===== src/rtl/mips_exec_controller.sv =====
// Execution sequencer for the five-stage MIPS pipeline: run/step/stop/clear control,
// HALT drain, and a saturating count of enabled cycles for the debug port.
module mips_exec_controller #(
  parameter int DRAIN_CYCLES = 4,
  parameter int CNT_WIDTH    = 32
) (
  input  logic                 ClockIn,
  input  logic                 Reset,
  input  logic                 CmdRun,
  input  logic                 CmdStep,
  input  logic                 CmdStop,
  input  logic                 CmdClear,
  input  logic                 HaltDetected,
  output logic                 PipeEnable,
  output logic                 FetchBlock,
  output logic                 PipeFlush,
  output logic                 Done,
  output logic [2:0]           State,
  output logic [CNT_WIDTH-1:0] CycleCount
);

  typedef enum logic [2:0] {
    IDLE   = 3'd0,
    RUN    = 3'd1,
    STEP   = 3'd2,
    DRAIN  = 3'd3,
    HALTED = 3'd4,
    FLUSH  = 3'd5
  } state_t;

  localparam logic [3:0] DRAIN_LOAD = 4'(DRAIN_CYCLES);

  state_t               state_q, state_d;
  logic [3:0]           drain_q, drain_d;
  logic                 done_q;
  logic [CNT_WIDTH-1:0] cnt_q;

  function automatic logic [CNT_WIDTH-1:0] sat_inc(input logic [CNT_WIDTH-1:0] v);
    if (&v) return v;
    return v + {{(CNT_WIDTH-1){1'b0}}, 1'b1};
  endfunction

  always_comb begin
    state_d = state_q;
    drain_d = drain_q;
    case (state_q)
      IDLE: begin
        if (CmdClear)     state_d = FLUSH;
        else if (CmdRun)  state_d = RUN;
        else if (CmdStep) state_d = STEP;
      end
      RUN: begin
        // HALT outranks a simultaneous stop so in-flight instructions still retire
        if (HaltDetected) begin
          state_d = DRAIN;
          drain_d = DRAIN_LOAD;
        end else if (CmdStop) begin
          state_d = IDLE;
        end
      end
      STEP: begin
        if (HaltDetected) begin
          state_d = DRAIN;
          drain_d = DRAIN_LOAD;
        end else begin
          state_d = IDLE;
        end
      end
      DRAIN: begin
        drain_d = drain_q - 4'd1;
        if (drain_q <= 4'd1) state_d = HALTED;
      end
      HALTED: begin
        if (CmdClear) state_d = FLUSH;
      end
      FLUSH:   state_d = IDLE;
      default: state_d = IDLE;
    endcase
  end

  always_ff @(posedge ClockIn or negedge Reset) begin
    if (!Reset) begin
      state_q <= IDLE;
      drain_q <= 4'd0;
      done_q  <= 1'b0;
      cnt_q   <= '0;
    end else begin
      state_q <= state_d;
      drain_q <= drain_d;
      done_q  <= (state_d == HALTED) && (state_q != HALTED);
      if (state_q == FLUSH)  cnt_q <= '0;
      else if (PipeEnable)   cnt_q <= sat_inc(cnt_q);
    end
  end

  always_comb begin
    PipeEnable = (state_q == RUN) || (state_q == STEP) || (state_q == DRAIN);
    FetchBlock = (state_q == DRAIN);
    PipeFlush  = (state_q == FLUSH);
  end

  assign Done       = done_q;
  assign State      = state_q;
  assign CycleCount = cnt_q;

endmodule


===== config.mk =====
export PLATFORM = sky130hd
export DESIGN_NAME = mips_exec_controller
export DESIGN_NICKNAME = d
export VERILOG_FILES = /design/src/rtl/mips_exec_controller.sv
export SDC_FILE = /design/constraint.sdc
export NUM_CORES = 1
export LEC_CHECK = 0
export CAP_MARGIN = 10
export CORE_MARGIN = 3
export CORE_UTILIZATION = 50
export DETAILED_ROUTE_END_ITERATION = 10
export PLACE_DENSITY = 0.78
export REMOVE_ABC_BUFFERS = 1
export SLEW_MARGIN = 10
export SYNTH_ARGS = -nofsm -noshare
export SYNTH_HDL_FRONTEND = slang
export SYNTH_SLANG_ARGS = --single-unit

===== constraint.sdc =====
create_clock -name ClockIn -period 5.6 [get_ports ClockIn]
set_input_delay 0.56 -clock ClockIn [delete_from_list [all_inputs] [get_ports ClockIn]]
set_output_delay 0.56 -clock ClockIn [all_outputs]
set_load 0.03 [all_outputs]

# [Word level (Yosys, flattened, before mapping)]
# Cells that the tools add are included.
# W data, S select, Z words.
[totals] regBits=40 latchBits=0 ram_bits=0 mem_bits_ro=0 input_bits=7 out_inout_bits=39 word_cells=43 n_memories=0
[classes] add_sub_neg=2 n_mul=0 n_div=0 order_cmp=1 eq_ne=9 shift=0 muxes=17 bitwise_logic=0 n_reduce_logical=10
[ops] op="$mux W32" count=3
[ops] op="$add A32 B1 Y32 const B" count=1
[ops] op="$reduce_and A32 Y1" count=1
[ops] op="$mux W3" count=7
[ops] op="$pmux W3 S5" count=1
[ops] op="$eq A3 B3 Y1 const B" count=3
[ops] op="$pmux W4 S2" count=1
[ops] op="$eq A3 B2 Y1 const B" count=2
[ops] op="$ne A3 B3 Y1 const B" count=2
[ops] op="$le A4 B1 Y1 const B" count=1
[ops] op="$mux W4" count=1
[ops] op="$reduce_and A2 Y1" count=2
[ops] op="$reduce_bool A2 Y1" count=2
[ops] op="$sub A4 B1 Y4 const B" count=1
[ops] op="$eq A3 B1 Y1 const B" count=1
[ops] op="$logic_not A3 Y1" count=1
[ops] op="$mux W1" count=3
[ops] op="$logic_or A1 B1 Y1" count=2
[ops] op="$mux W2" count=1
[ops] op="$ne A2 B1 Y1 const B" count=1
[ops] op="$reduce_or A2 Y1" count=1
[ops] op="$logic_and A1 B1 Y1" count=1

# [Depth between registers and ports, before layout]
# Gate-level depths: netlist of run 1.
[logic_depth] depth_word=8 ltp_mapped=7 mapped_depth_nobuf=7

# [Worst setup path after synthesis of run 1]
# OpenSTA, ideal clock, no wires.
[synth_timing] kind="register to register" start="register cnt_q[0], in the netlist CycleCount[0]" end="register cnt_q[21], in the netlist CycleCount[21]" setup_time_ps=84 arrival_ps=2143 required_time_ps=5516 setup_slack_ps=3373 path_stages_with_launch=8 path_buffers=1 period_less_slack_ps=2227 cell_sequence="dfrtp_1 ha_1 and4_1 and4_4 and3_4 buf_6 or4_1 a21oi_1"
[synth_via] elab_chain_len=6 elab_cells_between_ends=10 cone_classes="1 x add/sub; 1 x eq/ne; 6 x mux; 2 x reduce/logical"
[synth_rtl] item="start: declaration" line="36" rtl="logic [CNT_WIDTH-1:0] cnt_q;"
[synth_rtl] item="start signal: assignment" line="92" rtl="else if (PipeEnable) cnt_q <= sat_inc(cnt_q);"
[synth_rtl] item="parallel branches: the longest is 6 deep, another holds $add A32 B1 Y32"
# Parallel ways; which one is timed is not known. The select of a mux whose other input is x is not followed.
# A chain may end at the register's enable or synchronous reset.

# [Worst setup path in the final report of run 1]
[layout_timing] start="register state_q[0], in the netlist State[0]" end="output PipeFlush"
[layout_via] elab_chain_len=1
[layout_rtl] item="start: declaration" line="33" rtl="state_t state_q, state_d;"
[layout_rtl] item="start signal: assignment" line="88" rtl="state_q <= state_d;"
[layout_rtl] item="$eq A3 B3 Y1" line="99" rtl="PipeFlush = (state_q == FLUSH);"
[layout_rtl] item="end: declaration" line="16" rtl="output logic PipeFlush,"
# Every way passes these cells.

==> results.json, run 1 <==
{
  "syn2layout_area_growth_pct": 23.3,
  "synth_area_um2": 2320,
  "cts_buffers": 5,
  "core_um2": 4410,
  "syn_inst": 257,
  "finalWirelength_mm": 5.48,
  "post_cts_buffers": 0,
  "clk_pin_slew_ns": 0.08,
  "grt_usage_pct": 21.5,
  "drtIter0Drc": 203,
  "diodes": 0,
  "final-hold-violation-count": 0,
  "critPathBufInv": 2,
  "p_comb_share_pct": 40.3,
  "avgRoutedWirePerCell_um": 15.6,
  "p_leak_nw": 1.14,
  "port_buffers": 45,
  "ys_warn_count": 0,
  "drv_cap": 0,
  "synth-async-reset-ratio_pct": 100,
  "die_area_um2": 5490,
  "grt_pass1_vias": 2021,
  "setup_viol": 0,
  "pwr-share-seq_pct": 40.2,
  "critPathTopFamily": "buffers and inverters",
  "status": "complete, no violations",
  "rsz0062_at_grt": "false",
  "clkPwrFrac_pct": 19.5,
  "max_slew_margin_pct": 33.5,
  "cpPeakStageDelay_ns": 0.77,
  "postSynthAreaPerCell_um2": 9.03,
  "worstMarginPinSlew_ns": 0.998,
  "drive_gt1_share_pct": 6.69,
  "start_kind": "register",
  "final_nets": 308,
  "peakVddDrop_mv": 0.356,
  "fin_setup_tns_ns": 0,
  "h-tree-depth": 2,
  "synth_seq_cells": 40,
  "power.internal_mw": 0.589,
  "fin_ws_ns": 2.69,
  "ys_seq_area_share_pct": 43.1,
  "antenna_found_initial": 0,
  "power_switching_share_pct": 42.3,
  "rows": 24,
  "synth_edf_count": 0,
  "route.vias.total": 2183,
  "cp_max_fo": 28,
  "synth_ff_type": "dfrtp_1",
  "grt_overflow": 0,
  "place.gp.congestion": 0.817,
  "crit_required_ns": 5.04,
  "critical_path_class": "register to primary output",
  "endpoint_kind": "primary output",
  "power_density_nw_per_um2": 357,
  "drtPass1Iterations": 4,
  "yosysUniqueCellTypes": 48,
  "fin_skew_ns": 0.00755,
  "grt_pass1_wl_mm": 9.23,
  "p_total_mw": 1.02,
  "p_sw_mw": 0.431,
  "final.min_clock_period_ns": 2.91,
  "start_util_pct": 52.6,
  "ctsHoldBuffers": 0,
  "min_path_type": "primary input to asynchronous set/reset pin",
  "finish.utilization_pct": 64.8,
  "critPathSlowestCell": "clkdlybuf4s50_1",
  "clock_latency_ns": 0.30,
  "io-pin-count": 46,
  "cts_buffer_depth": 2,
  "clkSinkCount": 40,
  "cts_resized": 0,
  "die_w_um": 74.1,
  "worstPathArrival_ns": 2.35,
  "drcViolationCount": 0,
  "pre_cts_ws_ns": 3.01,
  "grt_max_degree": 41,
  "root_buffer": "clkbuf_8",
  "timing.fmax_ghz": 0.344,
  "drtAntennaViolNets": 0,
  "die_h_um": 74.1,
  "cts_tree": "done",
  "cp_cell_sequence": "nand3b_4, inv_2, clkdlybuf4s50_1",
  "finalCritPeriodShare_pct": 51.9,
  "dp_hpwl_mm": 3.81,
  "via_per_inst": 6.22,
  "slew_violations": 0
}
==> flip-flops by register name, summed over array words and instances, names as in the netlist <==
name        cells
CycleCount     32
drain_q         4
State           3
Done            1
==> cells by family after synthesis <==
logic type / Yosys count / synth area share, %
simple gates: 122 / 30.8
compound gates: 64 / 16.8
flops: 40 / 43.1
buf+inv: 19 / 4.04
xor+xnor: 5 / 1.89
mux: 4 / 1.73
fa+ha+maj: 3 / 1.62
==> worst paths after layout <==
path	start	to	depth (start not counted)	slack, ns
setup / recovery	State[0]	PipeFlush	3	2.69
hold reg to reg	drain_q[0]	drain_q[0]	1	0.53
hold / removal	Reset	CycleCount[28]	1	0.37
setup reg to reg	State[0]	CycleCount[28]	5	3.00
min in group ClockIn	drain_q[0]	drain_q[0]	1	0.53
max in group asynchronous	Reset	State[0]	1	4.66
==> metal layers <==
layer  share of wire [%]  up-vias  track usage (%)
met4                 1.4        0             8.45
met3                 5.8        9             3.92
met5                   0        -                0
met2                  47       62             34.9
met1                  46     1052             28.6
li1                    -     1060                -
==> layout by cell type (no fill, tap or decap), drive strengths merged, types with 8 or more instances in the layout <==
cell type / instances
clkbuf: 8
nand4: 12
or3: 12
nand2: 24
o21ai: 17
a21oi: 24
clkdlybuf4s50: 44
nor2: 25
nand3: 15
dfrtp: 40
==> cell type report <==
cell class / count / area [um^2]
Clock buffer: 8 / 90.1
Fill cell: 380 / 1550
Inverter: 7 / 26.3
Multi-Input combinational cell: 198 / 1220
Sequential cell: 40 / 1000
Tap cell: 52 / 65.1
Timing Repair Buffer: 46 / 453
==> metrics by stage <==
step | hold WS (ns) | std cells | cell area [um^2]
final | 0.374 | 351 | 2860
after global routing | 0.446 | 351 | 2860
after CTS | 0.419 | 351 | 2860
after detailed placement | 0.521 | 343 | 2770
after global placement | 0.512 | 343 | 2770
after floorplan | 0.264 | 245 | 2250
==> Yosys cell counts (2+ instances only) <==
cell       instances  area [um^2]
mux2i_1            4         40.0
o31ai_1            6         45.0
nand2b_1           4         25.0
o21ai_0           17         85.1
and3_1             2         12.5
o22ai_1            3         18.8
nand4_1           12         75.1
ha_1               3         37.5
inv_1              6         22.5
buf_2              3         15.0
a21oi_1           24          120
clkbuf_1           5         18.8
or4_1              7         52.6
xnor2_1            4         35.0
dfrtp_1           40         1000
a41oi_1            2         17.5
or3_1             12         75.1
nand4b_1           2         17.5
buf_6              2         22.5
nand3_1           14         70.1
nor2_1            24         90.1
nand2_1           24         90.1
a2111oi_0          3         26.3
nor3_1             6         30.0
a31oi_1            2         12.5
and4_1             4         35.0
==> power groups by stage <==
| stage | logic [mW] | registers, mW | clock network, mW |
|---|---|---|---|
| final | 0.411 | 0.410 | 0.199 |
| after global routing | 0.454 | 0.421 | 0.215 |
| after CTS | 0.414 | 0.409 | 0.205 |
| after detailed placement | 0.412 | 0.414 | 0 |
| after global placement | 0.407 | 0.409 | 0 |
| after floorplan | 0.209 | 0.454 | 0 |
(Power assumes the default switching activity.)
==> run 2, diff against run 1 <==
Clock period 5.6 ns to 2.96 ns, I/O delays scaled along.
==> results.json, run 2 (synthesis results as in run 1) <==
{
  "core_um2": 4410,
  "route.vias.total": 2110,
  "crit_required_ns": 2.66,
  "diodes": 0,
  "finalWirelength_mm": 5.42,
  "grt_max_degree": 41,
  "port_buffers": 45,
  "h-tree-depth": 2,
  "drtPass1Iterations": 4,
  "gr-usage-met3_pct": 4.46,
  "start_util_pct": 52.6,
  "worstMarginPinSlew_ns": 0.888,
  "holdWs_ns": 0.119,
  "gr-max-usage-layer": "met2",
  "place_area_um2": 2780,
  "timing.fmax_ghz": 0.424,
  "peakVddDrop_mv": 0.609,
  "root_buffer": "clkbuf_8",
  "endpoint_kind": "primary output",
  "die_h_um": 74.1,
  "die_area_um2": 5490,
  "fin_setup_tns_ns": 0,
  "clkSinkCount": 40,
  "final_nets": 309,
  "die_w_um": 74.1,
  "multiInputGateArea_um2": 1220,
  "status": "complete, no violations",
  "drtAntennaViolNets": 0,
  "drv_cap": 0,
  "clk_pin_slew_ns": 0.08,
  "setup_viol": 0,
  "place.gp.congestion": 0.801,
  "grt_usage_pct": 21.9,
  "use_met1_pct": 31.3,
  "finish.utilization_pct": 65.4,
  "syn2layout_area_growth_pct": 24.4,
  "ctsHoldBuffers": 0,
  "via_per_inst": 5.99,
  "grt_pass1_vias": 1965,
  "final.min_clock_period_ns": 2.36,
  "grtUsageMet2_pct": 33.1,
  "max_slew_margin_pct": 40.8,
  "slew_violations": 0,
  "rows": 24,
  "final_cell_area_um2": 2890,
  "fin_skew_ns": 0.00816,
  "min_path_type": "primary input to asynchronous set/reset pin",
  "drive_gt1_share_pct": 7.33,
  "rsz0062_at_grt": "false",
  "antenna_found_initial": 0,
  "finalCritPeriodShare_pct": 79.7,
  "power_density_nw_per_um2": 691,
  "seqCellArea_um2": 1000,
  "post_cts_buffers": 0,
  "io-pin-count": 46,
  "worstPathArrival_ns": 2.06,
  "grt_overflow": 0,
  "drcViolationCount": 0,
  "dp_hpwl_mm": 3.78,
  "layout_common_cells": "clkdlybuf4s50_1, dfrtp_1, nor2_1, a21oi_1, nand2_1",
  "cts_buffers": 5,
  "critical_path_class": "register to primary output",
  "largest_register_ffs": 32,
  "grt_pass1_wl_mm": 9.39,
  "start_kind": "register",
  "cts_buffer_depth": 2,
  "final-hold-violation-count": 0,
  "cts_resized": 0,
  "cts_tree": "done",
  "p_leak_nw": 1.15,
  "avgRoutedWirePerCell_um": 15.4,
  "drtIter0Drc": 140,
  "clock_latency_ns": 0.29,
  "mostFrequentLayoutCell": "clkdlybuf4s50_1",
  "cp_max_fo": 15,
  "fill_cells": 385
}
-- run 2: area by class of cell --
cell class,instances,share of cell area [%]
repair buffers,47,16.0
well taps,52,2.25
clock buffers,6,2.52
multi-input cells,198,42.5
clock inverters,2,1.21
flip-flops and latches,40,34.7
inverters,7,0.911
-- run 2: power by group --
group	switching (mW)	internal, mW	leakage (nW)	total (mW)
sequential	0.147	0.624	0.541	0.771
clock	0.191	0.250	0.0552	0.442
combinational	0.475	0.307	0.555	0.782
total	0.814	1.18	1.15	2.00
-- run 2: metal layers --
layer  part of all wire [%]  wire [um]  vias to the layer above
met5                      0          0                        -
met4                    1.2         64                        0
met3                    4.0        217                        6
met2                     46       2510                       48
met1                     49       2630                     1003
li1                       -          -                     1053
-- run 2: critical path, cell delays in order, from the launching register on --
cell and delay (ns):
dfrtp_1 0.62, nor2_1 0.17, nor2_1 0.25, clkdlybuf4s50_1 0.73
-- run 2: metrics by stage --
step	power, mW	std cells	setup slack (ns)
floorplan	1.25	245	0.580
global placement	1.55	344	0.730
detailed placement	1.56	344	0.665
CTS	2.01	352	0.602
global route	2.14	352	0.428
finish	2.00	352	0.602
-- run 2: final timing paths --
kind                                 start        endpoint  slack, ns  cells after the start
worst max-delay path              State[0]      PipeEnable       0.60                      3
worst min-delay path                 Reset  CycleCount[28]       0.12                      1
worst max register to register    State[1]   CycleCount[3]       0.66                      6
worst min register to register  drain_q[0]      drain_q[0]       0.53                      1
max in group asynchronous            Reset            Done       2.28                      1
min in group ClockIn            drain_q[0]      drain_q[0]       0.53                      1
